## config.mk

```make
export PLATFORM = sky130hd
export DESIGN_NAME = glb_ld_dma_addr_gen
export DESIGN_NICKNAME = d
export VERILOG_FILES = /design/src/rtl/glb_ld_dma_addr_gen.sv
export SDC_FILE = /design/constraint.sdc
export NUM_CORES = 1
export LEC_CHECK = 0
export ABC_AREA = 1
export CORE_ASPECT_RATIO = 0.9
export CORE_MARGIN = 2
export CORE_UTILIZATION = 60
export DETAILED_ROUTE_END_ITERATION = 8
export GPL_ROUTABILITY_DRIVEN = 0
export HOLD_SLACK_MARGIN = 0.08
export PLACE_DENSITY = 0.84
export SLEW_MARGIN = 20
export SYNTH_ARGS = -nofsm -noshare
export SYNTH_HDL_FRONTEND = slang
export SYNTH_SLANG_ARGS = --single-unit
```

## constraint.sdc

```tcl
create_clock -name clk -period 4.7 [get_ports clk]
set_input_delay 0.94 -clock clk [delete_from_list [all_inputs] [get_ports clk]]
set_output_delay 0.94 -clock clk [all_outputs]
set_load 0.02 [all_outputs]
```

## src/rtl/glb_ld_dma_addr_gen.sv

```systemverilog
// Load-DMA read-request address generator for one GLB tile: walks a nested loop, optional burst/gap shaping.
// Optional stall-cycle counter enabled by defining GLB_LD_DMA_STALL_CNT_EN.
module glb_ld_dma_addr_gen #(
  parameter int GLB_ADDR_WIDTH      = 22,
  parameter int MAX_NUM_WORDS_WIDTH = 16,
  parameter int MAX_STRIDE_WIDTH    = 16,
  parameter int LOOP_LEVEL          = 3,
  parameter int TILE_SEL_ADDR_WIDTH = 4
) (
  input  logic                                      clk,
  input  logic                                      reset_n,
  input  logic [TILE_SEL_ADDR_WIDTH-1:0]            tile_id,
  input  logic                                      start,
  input  logic                                      hdr_valid,
  input  logic [GLB_ADDR_WIDTH-1:0]                 hdr_start_addr,
  input  logic [LOOP_LEVEL*MAX_NUM_WORDS_WIDTH-1:0] hdr_range,
  input  logic [LOOP_LEVEL*MAX_STRIDE_WIDTH-1:0]    hdr_stride,
  input  logic [MAX_NUM_WORDS_WIDTH-1:0]            hdr_num_active_words,
  input  logic [MAX_NUM_WORDS_WIDTH-1:0]            hdr_num_inactive_words,
  input  logic                                      stall,
  output logic [TILE_SEL_ADDR_WIDTH-1:0]            rdrq_src,
  output logic [1:0]                                rdrq_packet_type,
  output logic                                      rdrq_rd_en,
  output logic [GLB_ADDR_WIDTH-1:0]                 rdrq_rd_addr,
  output logic                                      busy,
  output logic                                      done,
  output logic [31:0]                               stall_cnt
);
  localparam int AW = GLB_ADDR_WIDTH;
  localparam int NW = MAX_NUM_WORDS_WIDTH;
  localparam int SW = MAX_STRIDE_WIDTH;
  localparam logic [NW-1:0] ONE_W = 1;
  localparam logic [1:0] PSEL_NONE = 2'd0;
  localparam logic [1:0] PSEL_STRM = 2'd3;

  typedef enum logic [1:0] {IDLE, ACTIVE, INACTIVE, DONE} state_t;
  state_t state_reg, state_next;

  logic [NW-1:0] hdr_rng [LOOP_LEVEL];
  logic [SW-1:0] hdr_str [LOOP_LEVEL];

  logic [AW-1:0] start_addr_reg;
  logic [NW-1:0] rng_m1_reg [LOOP_LEVEL];
  logic [AW-1:0] stride_reg [LOOP_LEVEL];
  logic [NW-1:0] itr_reg [LOOP_LEVEL];
  logic [NW-1:0] itr_next [LOOP_LEVEL];
  logic [AW-1:0] off_reg [LOOP_LEVEL];
  logic [AW-1:0] off_next [LOOP_LEVEL];
  logic [NW-1:0] active_words_reg, inactive_words_reg;
  logic [NW-1:0] burst_reg, burst_next, idle_reg, idle_next;

  logic [LOOP_LEVEL-1:0] last;
  logic [LOOP_LEVEL:0]   carry;
  logic                  accept, issue, final_req, gaps_en;
  logic [AW-1:0]         addr_cur;

  logic [TILE_SEL_ADDR_WIDTH-1:0] src_reg;
  logic [1:0]                     packet_type_reg;
  logic                           rd_en_reg, busy_reg, done_reg;
  logic [AW-1:0]                  rd_addr_reg;

  genvar gi;
  generate
    for (gi = 0; gi < LOOP_LEVEL; gi++) begin : g_lvl
      assign hdr_rng[gi] = hdr_range[gi*NW +: NW];
      assign hdr_str[gi] = hdr_stride[gi*SW +: SW];
      // rng_m1 already folds a range of 0 into a single iteration
      assign last[gi]    = (itr_reg[gi] == rng_m1_reg[gi]);
    end
  endgenerate

  always_comb begin
    carry    = '0;
    carry[0] = 1'b1;
    for (int i = 0; i < LOOP_LEVEL; i++) carry[i+1] = carry[i] & last[i];
  end

  always_comb begin
    addr_cur = start_addr_reg;
    for (int i = 0; i < LOOP_LEVEL; i++) addr_cur = addr_cur + off_reg[i];
  end

  assign accept    = start && hdr_valid && (state_reg == IDLE);
  assign issue     = (state_reg == ACTIVE) && !stall;
  assign final_req = carry[LOOP_LEVEL];
  assign gaps_en   = (active_words_reg != '0) && (inactive_words_reg != '0);

  always_comb begin
    state_next = state_reg;
    burst_next = burst_reg;
    idle_next  = idle_reg;
    for (int i = 0; i < LOOP_LEVEL; i++) begin
      itr_next[i] = itr_reg[i];
      off_next[i] = off_reg[i];
    end
    case (state_reg)
      IDLE: begin
        if (accept) begin
          state_next = ACTIVE;
          burst_next = '0;
          idle_next  = '0;
          for (int i = 0; i < LOOP_LEVEL; i++) begin
            itr_next[i] = '0;
            off_next[i] = '0;
          end
        end
      end
      ACTIVE: begin
        if (!stall) begin
          for (int i = 0; i < LOOP_LEVEL; i++) begin
            if (carry[i]) begin
              if (last[i]) begin
                itr_next[i] = '0;
                off_next[i] = '0;
              end else begin
                itr_next[i] = itr_reg[i] + ONE_W;
                off_next[i] = off_reg[i] + stride_reg[i];
              end
            end
          end
          burst_next = burst_reg + ONE_W;
          // final request wins over a gap so there is never a trailing idle period
          if (final_req) begin
            state_next = DONE;
          end else if (gaps_en && (burst_next == active_words_reg)) begin
            state_next = INACTIVE;
            burst_next = '0;
          end
        end
      end
      INACTIVE: begin
        if (!stall) begin
          if (idle_reg + ONE_W == inactive_words_reg) begin
            state_next = ACTIVE;
            idle_next  = '0;
          end else begin
            idle_next = idle_reg + ONE_W;
          end
        end
      end
      DONE:    state_next = IDLE;
      default: state_next = IDLE;
    endcase
  end

  always_ff @(posedge clk or negedge reset_n) begin
    if (!reset_n) begin
      state_reg          <= IDLE;
      start_addr_reg     <= '0;
      active_words_reg   <= '0;
      inactive_words_reg <= '0;
      burst_reg          <= '0;
      idle_reg           <= '0;
      for (int i = 0; i < LOOP_LEVEL; i++) begin
        rng_m1_reg[i] <= '0;
        stride_reg[i] <= '0;
        itr_reg[i]    <= '0;
        off_reg[i]    <= '0;
      end
    end else begin
      state_reg <= state_next;
      burst_reg <= burst_next;
      idle_reg  <= idle_next;
      for (int i = 0; i < LOOP_LEVEL; i++) begin
        itr_reg[i] <= itr_next[i];
        off_reg[i] <= off_next[i];
      end
      if (accept) begin
        start_addr_reg     <= hdr_start_addr;
        active_words_reg   <= hdr_num_active_words;
        inactive_words_reg <= hdr_num_inactive_words;
        for (int i = 0; i < LOOP_LEVEL; i++) begin
          rng_m1_reg[i] <= (hdr_rng[i] == '0) ? '0 : hdr_rng[i] - ONE_W;
          stride_reg[i] <= AW'(hdr_str[i]);
        end
      end
    end
  end

  always_ff @(posedge clk or negedge reset_n) begin
    if (!reset_n) begin
      src_reg         <= '0;
      packet_type_reg <= PSEL_NONE;
      rd_en_reg       <= 1'b0;
      rd_addr_reg     <= '0;
      busy_reg        <= 1'b0;
      done_reg        <= 1'b0;
    end else begin
      src_reg         <= tile_id;
      packet_type_reg <= issue ? PSEL_STRM : PSEL_NONE;
      rd_en_reg       <= issue;
      if (issue) rd_addr_reg <= addr_cur;
      busy_reg        <= (state_next != IDLE);
      done_reg        <= (state_reg == DONE);
    end
  end

  assign rdrq_src         = src_reg;
  assign rdrq_packet_type = packet_type_reg;
  assign rdrq_rd_en       = rd_en_reg;
  assign rdrq_rd_addr     = rd_addr_reg;
  assign busy             = busy_reg;
  assign done             = done_reg;

`ifdef GLB_LD_DMA_STALL_CNT_EN
  logic [31:0] stall_cnt_reg;

  always_ff @(posedge clk or negedge reset_n) begin
    if (!reset_n) begin
      stall_cnt_reg <= '0;
    end else if (accept) begin
      stall_cnt_reg <= '0;
    end else if (((state_reg == ACTIVE) || (state_reg == INACTIVE)) && stall
                 && (stall_cnt_reg != '1)) begin
      stall_cnt_reg <= stall_cnt_reg + 32'd1;
    end
  end

  assign stall_cnt = stall_cnt_reg;
`else
  assign stall_cnt = '0;
`endif

endmodule
```

**Yosys cells after proc, flatten, opt, wreduce, memory -nomap -nowiden**

Cells that the tools add are included.

- Output and inout bits: 63
- Flip-flop bits (word level): 329
- Logic and storage cells: 107
- Bits of input ports: 159

- Add/subtract/negate cells: 14
- Multiplexer cells: 35
- Equal/unequal tests: 13
- Bitwise operators: 2
- Reduce and logical (&&, ||, !) cells: 19

Operator list:

| operator | count |
|---|---|
| $mux 16 | 14 |
| $mux 66 | 2 |
| $pmux 66 s2 | 1 |
| $mux 22 | 5 |
| $mux 48 | 2 |
| $pmux 48 s2 | 1 |
| $add 16x1->16 const B | 5 |
| $eq 16x16->1 | 5 |
| $add 22x16->22 | 3 |
| $add 22x22->22 | 3 |
| $pmux 16 s2 | 2 |
| $logic_not 16->1 | 3 |
| $sub 16x1->16 const B | 3 |
| $reduce_bool 16->1 | 2 |
| $mux 2 | 7 |
| $ne 2x2->1 const B | 5 |
| $pmux 2 s4 | 1 |
| $reduce_and 4->1 | 2 |
| $reduce_and 3->1 | 2 |
| $reduce_bool 2->1 | 3 |
| $logic_and 1x1->1 | 5 |
| $eq 2x2->1 const B | 2 |
| $and 1x1->1 | 2 |
| $eq 2x1->1 const B | 1 |
| other kinds (2) | 2 |

**Longest topological paths before layout**

- Depth after elaboration: 8
- Gate-level depth with buffers: 17
- Depth with buffers taken out: 17

**Least setup slack after synthesis**

OpenSTA, ideal clock, no wires.

- Kind: reg2reg
- From: reg off_reg[1] in the netlist's numbering
- To: reg rd_addr_reg[17] (netlist: rdrq_rd_addr[17])
- Slack: 1543 ps
- Cell stages (with the launch flop): 16
- Buffers on the path: 0
- Arrival: 3092 ps
- Required time: 4634 ps
- Period minus slack after synthesis: 3157 ps
- Setup time: 66 ps
- Path through: dfrtp_1 inv_1 fa_1 fa_1 inv_1 ha_1 inv_1 fa_1 o21ai_0 nand2_1 nand3_1 inv_1 o21ai_0 or2_2 nand3_1 nand2_1

- Word-level cells in the longest chain between the ends: 1

Ends and longest elaborated chain:

| element | line | text |
|---|---|---|
| from (decl) | 47 | `logic [AW-1:0] off_reg [LOOP_LEVEL];` |
| from (signal, indexed assignment) | 166 | `off_reg[i] <= off_next[i];` |
| $add 22x22->22 | 80 | `for (int i = 0; i < LOOP_LEVEL; i++) addr_cur = addr_cur + off_reg[i];` |
| to (signal assigned) | 192 | `if (issue) rd_addr_reg <= addr_cur;` |
| to (decl) | 60 | `logic [AW-1:0] rd_addr_reg;` |

Every way passes these cells.
A chain may end at the register's enable or synchronous reset.

**Final worst setup path**

- From: reg off_reg[1] in the netlist's numbering
- To: reg rd_addr_reg[11] (netlist: rdrq_rd_addr[11])

Same word-level chain as after synthesis.

==> results.py <==
metrics = {
    "yosys": {
        "synthArstFlopShare_pct": 100,
        "syn-instance-count": 2669,
        "yosysTopAreaCell": "dfrtp_1",
        "netlist.area_leader.share_pct": 39.5,
        "yosys_warnings": 0,
        "yosysMostFrequentCell": "nand2_1",
        "synthTopCellsByCount": "715 x nand2_1, 327 x dfrtp_1, 291 x inv_1",
        "synth_cell_type_count": 56,
        "synth_area_leaders": "dfrtp_1 40%, nand2_1 13%, inv_1 5.3%",
        "yosysSeqAreaShare_pct": 39.5,
        "synth_seq_cells": 327,
        "ys.flop_type": "dfrtp_1",
        "synth_edf_count": 0,
        "mappedNetlistArea_sq_um": 20700,
        "avgSynthCellArea_sq_um": 7.76,
    },
    "drt": {
        "drt_iter0_markers": 1657,
        "postRouteWirelength_um": 55100,
        "firstDrtPassIters": 6,
        "vias": 19000,
        "detail-route-antenna-nets": 0,
        "drc": 0,
        "wl_per_cell_um": 16.5,
        "routed_via_density": 5.71,
    },
    "final_layout": {
        "drive_gt1_share_pct": 5.09,
        "utilization_pct": 70.8,
        "diodes": 0,
        "area_delta_synth_final_pct": 16.2,
        "fillers": 2666,
        "finalNonFillerCells": 3331,
        "nets": 3127,
        "largest_reg_flops": 66,
        "stdcell_area_sq_um": 24100,
    },
    "sta": {
        "period_share_pct": 77.9,
        "final-hold-violation-count": 0,
        "tns_ns": 0,
        "slew_headroom_pct": 28.8,
        "max_freq_mhz": 273,
        "rsz0062_at_grt": "no",
        "maxSlewViolCount": 0,
        "setup_viol": 0,
        "layout_min_cycle_time_ns": 3.66,
        "worst_slew_pin_slew_ns": 1.07,
        "fin_hold_ws_ns": 0.471,
        "clock_skew_ns": 0.0234,
        "finalWorstSetupSlack_ns": 1.04,
    },
    "grt": {
        "grt_pass1_vias": 18400,
        "grt_max_degree": 111,
        "grtUsageMet3_pct": 5.18,
        "antenna_found_initial": 0,
        "track_usage_pct": 30.8,
        "grt_most_used_layer": "met2",
        "grt_overflow": 0,
        "use_met1_pct": 42.4,
        "grt_pass1_wl_um": 89500,
        "use_met2_pct": 48.6,
    },
    "setup_path": {
        "crit_path_top_delay_cell": "o21ai_0",
        "worstPathRequired_ns": 5.07,
        "ff2ff_path_depth": 12,
        "path_max_fanout": 4,
        "reg2reg_setup_slack_ns": 1.04,
        "critPathKind": "reg -> reg",
        "path_cells": "inv_1 > fa_1 > fa_1 > inv_1 > ha_1 > inv_1 > fa_1 > o21ai_0 > a21oi_1 > o21ai_0 > xnor2_1 > o21ai_0",
        "slowest_delay_ns": 0.54,
        "r2r_end": "rdrq_rd_addr[11]",
        "start_kind": "flop",
        "worst_setup_path_end_kind": "flop",
        "r2r_start": "off_reg[1]",
        "worstPathArrival_ns": 4.03,
    },
    "floorplanning": {
        "fp-row-count": 64,
        "dieArea_sq_um": 36000,
        "die_y_um": 180,
        "initial_core_util_pct": 60.9,
        "io_pins": 222,
        "die_w_um": 200,
        "core_area_sq_um": 34000,
    },
    "cts": {
        "numCtsBuffers": 36,
        "postCtsSetupBuffers": 0,
        "cts.sink_count": 327,
        "h-tree-depth": 2,
        "cts_hold_buf": 0,
        "cts_tree": "built",
        "cts-root-buf": "clkbuf_16",
        "insertion_delay_ns": 0.54,
        "clk_path_buf_depth": 3,
        "clkTransAtPathRegs_ns": 0.06,
        "cts_resized": 0,
    },
    "power_and_ir_drop": {
        "ir_drop_v": 0.000276,
        "p_per_area_nw_per_um2": 386,
        "p_leak_nw": 11.6,
        "power.total_mw": 9.28,
    },
    "place": {
        "io_buffers": 189,
        "postPlaceCellArea_sq_um": 22900,
        "hpwlAfterDp_um": 41000,
        "dpl.cell_count": 3270,
        "dp_worst_setup_slack_ns": 1.11,
    },
    "status": {
        "status": "finished clean",
    },
    "run": {
        "maxCapViolCount": 0,
    },
    "worst_hold_path": {
        "holdCritPathClass": "in -> async",
    },
}
==> worst max-delay path: cells and delay by family (launching register included) <==
kind	cells	cell delay [ns]
XOR/XNOR	1	0.14
flip-flops	1	0.39
buffers and inverters	3	0.28
AO/OA/AOI/OAI	4	1.08
adder cells (fa/ha/maj)	4	1.60
==> layout by cell type, fill, tap and decap left out, types with 4 or more instances in the layout <==
cell type	count
o21a_1	7
xor2_1	71
xnor2_1	56
a21oi_1	125
conb_1	32
dfrtp_1	327
a22o_1	7
bufinv_16	4
fa_1	45
nand3_1	138
o21ai_1	25
ha_1	77
a31oi_1	11
a21o_1	7
inv_1	290
clkinv_2	4
nand4_1	53
nor2_1	205
nand3_2	13
nor3_1	47
o21ai_2	4
o22ai_1	65
inv_2	24
or2_2	6
clkbuf_1	9
clkbuf_16	36
clkbuf_8	5
nor4_1	12
a211oi_1	4
clkdlybuf4s50_1	188
o21ai_0	176
nand2_1	715
nor2_4	11
buf_4	11
nor2_2	10
nand2_2	7
==> cells by family (layout without fill, tap and decap cells) <==
logic type | Yosys count | after routing | synth area share, %
DFF | 327 | 327 | 39.5
other | 1 | 32 | 0.0181
adders and majority gates | 122 | 122 | 9.00
and+or+nand+nor | 1230 | 1230 | 25.6
xor gates and xnor gates | 129 | 129 | 5.59
AOI/OAI and AO/OA | 450 | 450 | 12.0
buffers and inverters | 410 | 579 | 8.29
==> layer usage <==
metal | share of wire (%) | vias up
met3 | 7.9 | 151
met4 | 3.7 | 0
met1 | 43 | 9007
met5 | 0 | -
li1 | - | 9034
met2 | 45 | 833
==> power breakdown <==
part           internal [mW]  switching [mW]  total, mW  leakage (nW)
combinational           1.20            1.82       3.02          7.19
clock                   1.71            1.17       2.88         0.578
sequential              3.12           0.260       3.38          3.83
==> cell type report <==
type                            count  area (sq um)  area share (%)
Clock buffer                       50          1000            4.17
Clock inverter                     11           174           0.722
Inverter                          316          1190            4.93
Multi-Input combinational cell   1963         10900            45.4
Sequential cell                   327          8180            34.0
Tap cell                          462           578            2.40
Timing Repair Buffer              202          2020            8.39
==> worst max path at each step <==
| stage | startpoint | endpoint | cells after the start |
|---|---|---|---|
| 2_1_floorplan | off_reg[1] | rdrq_rd_addr[17] | 15 |
| 3_3_place_gp | off_reg[1] | rdrq_rd_addr[17] | 15 |
| 3_5_place_dp | off_reg[1] | rdrq_rd_addr[11] | 12 |
| 4_1_cts | off_reg[1] | rdrq_rd_addr[11] | 12 |
| 5_1_grt | off_reg[1] | rdrq_rd_addr[11] | 12 |
| 6_report | off_reg[1] | rdrq_rd_addr[11] | 12 |
No activity file was read; power rests on OpenSTA's default activity.
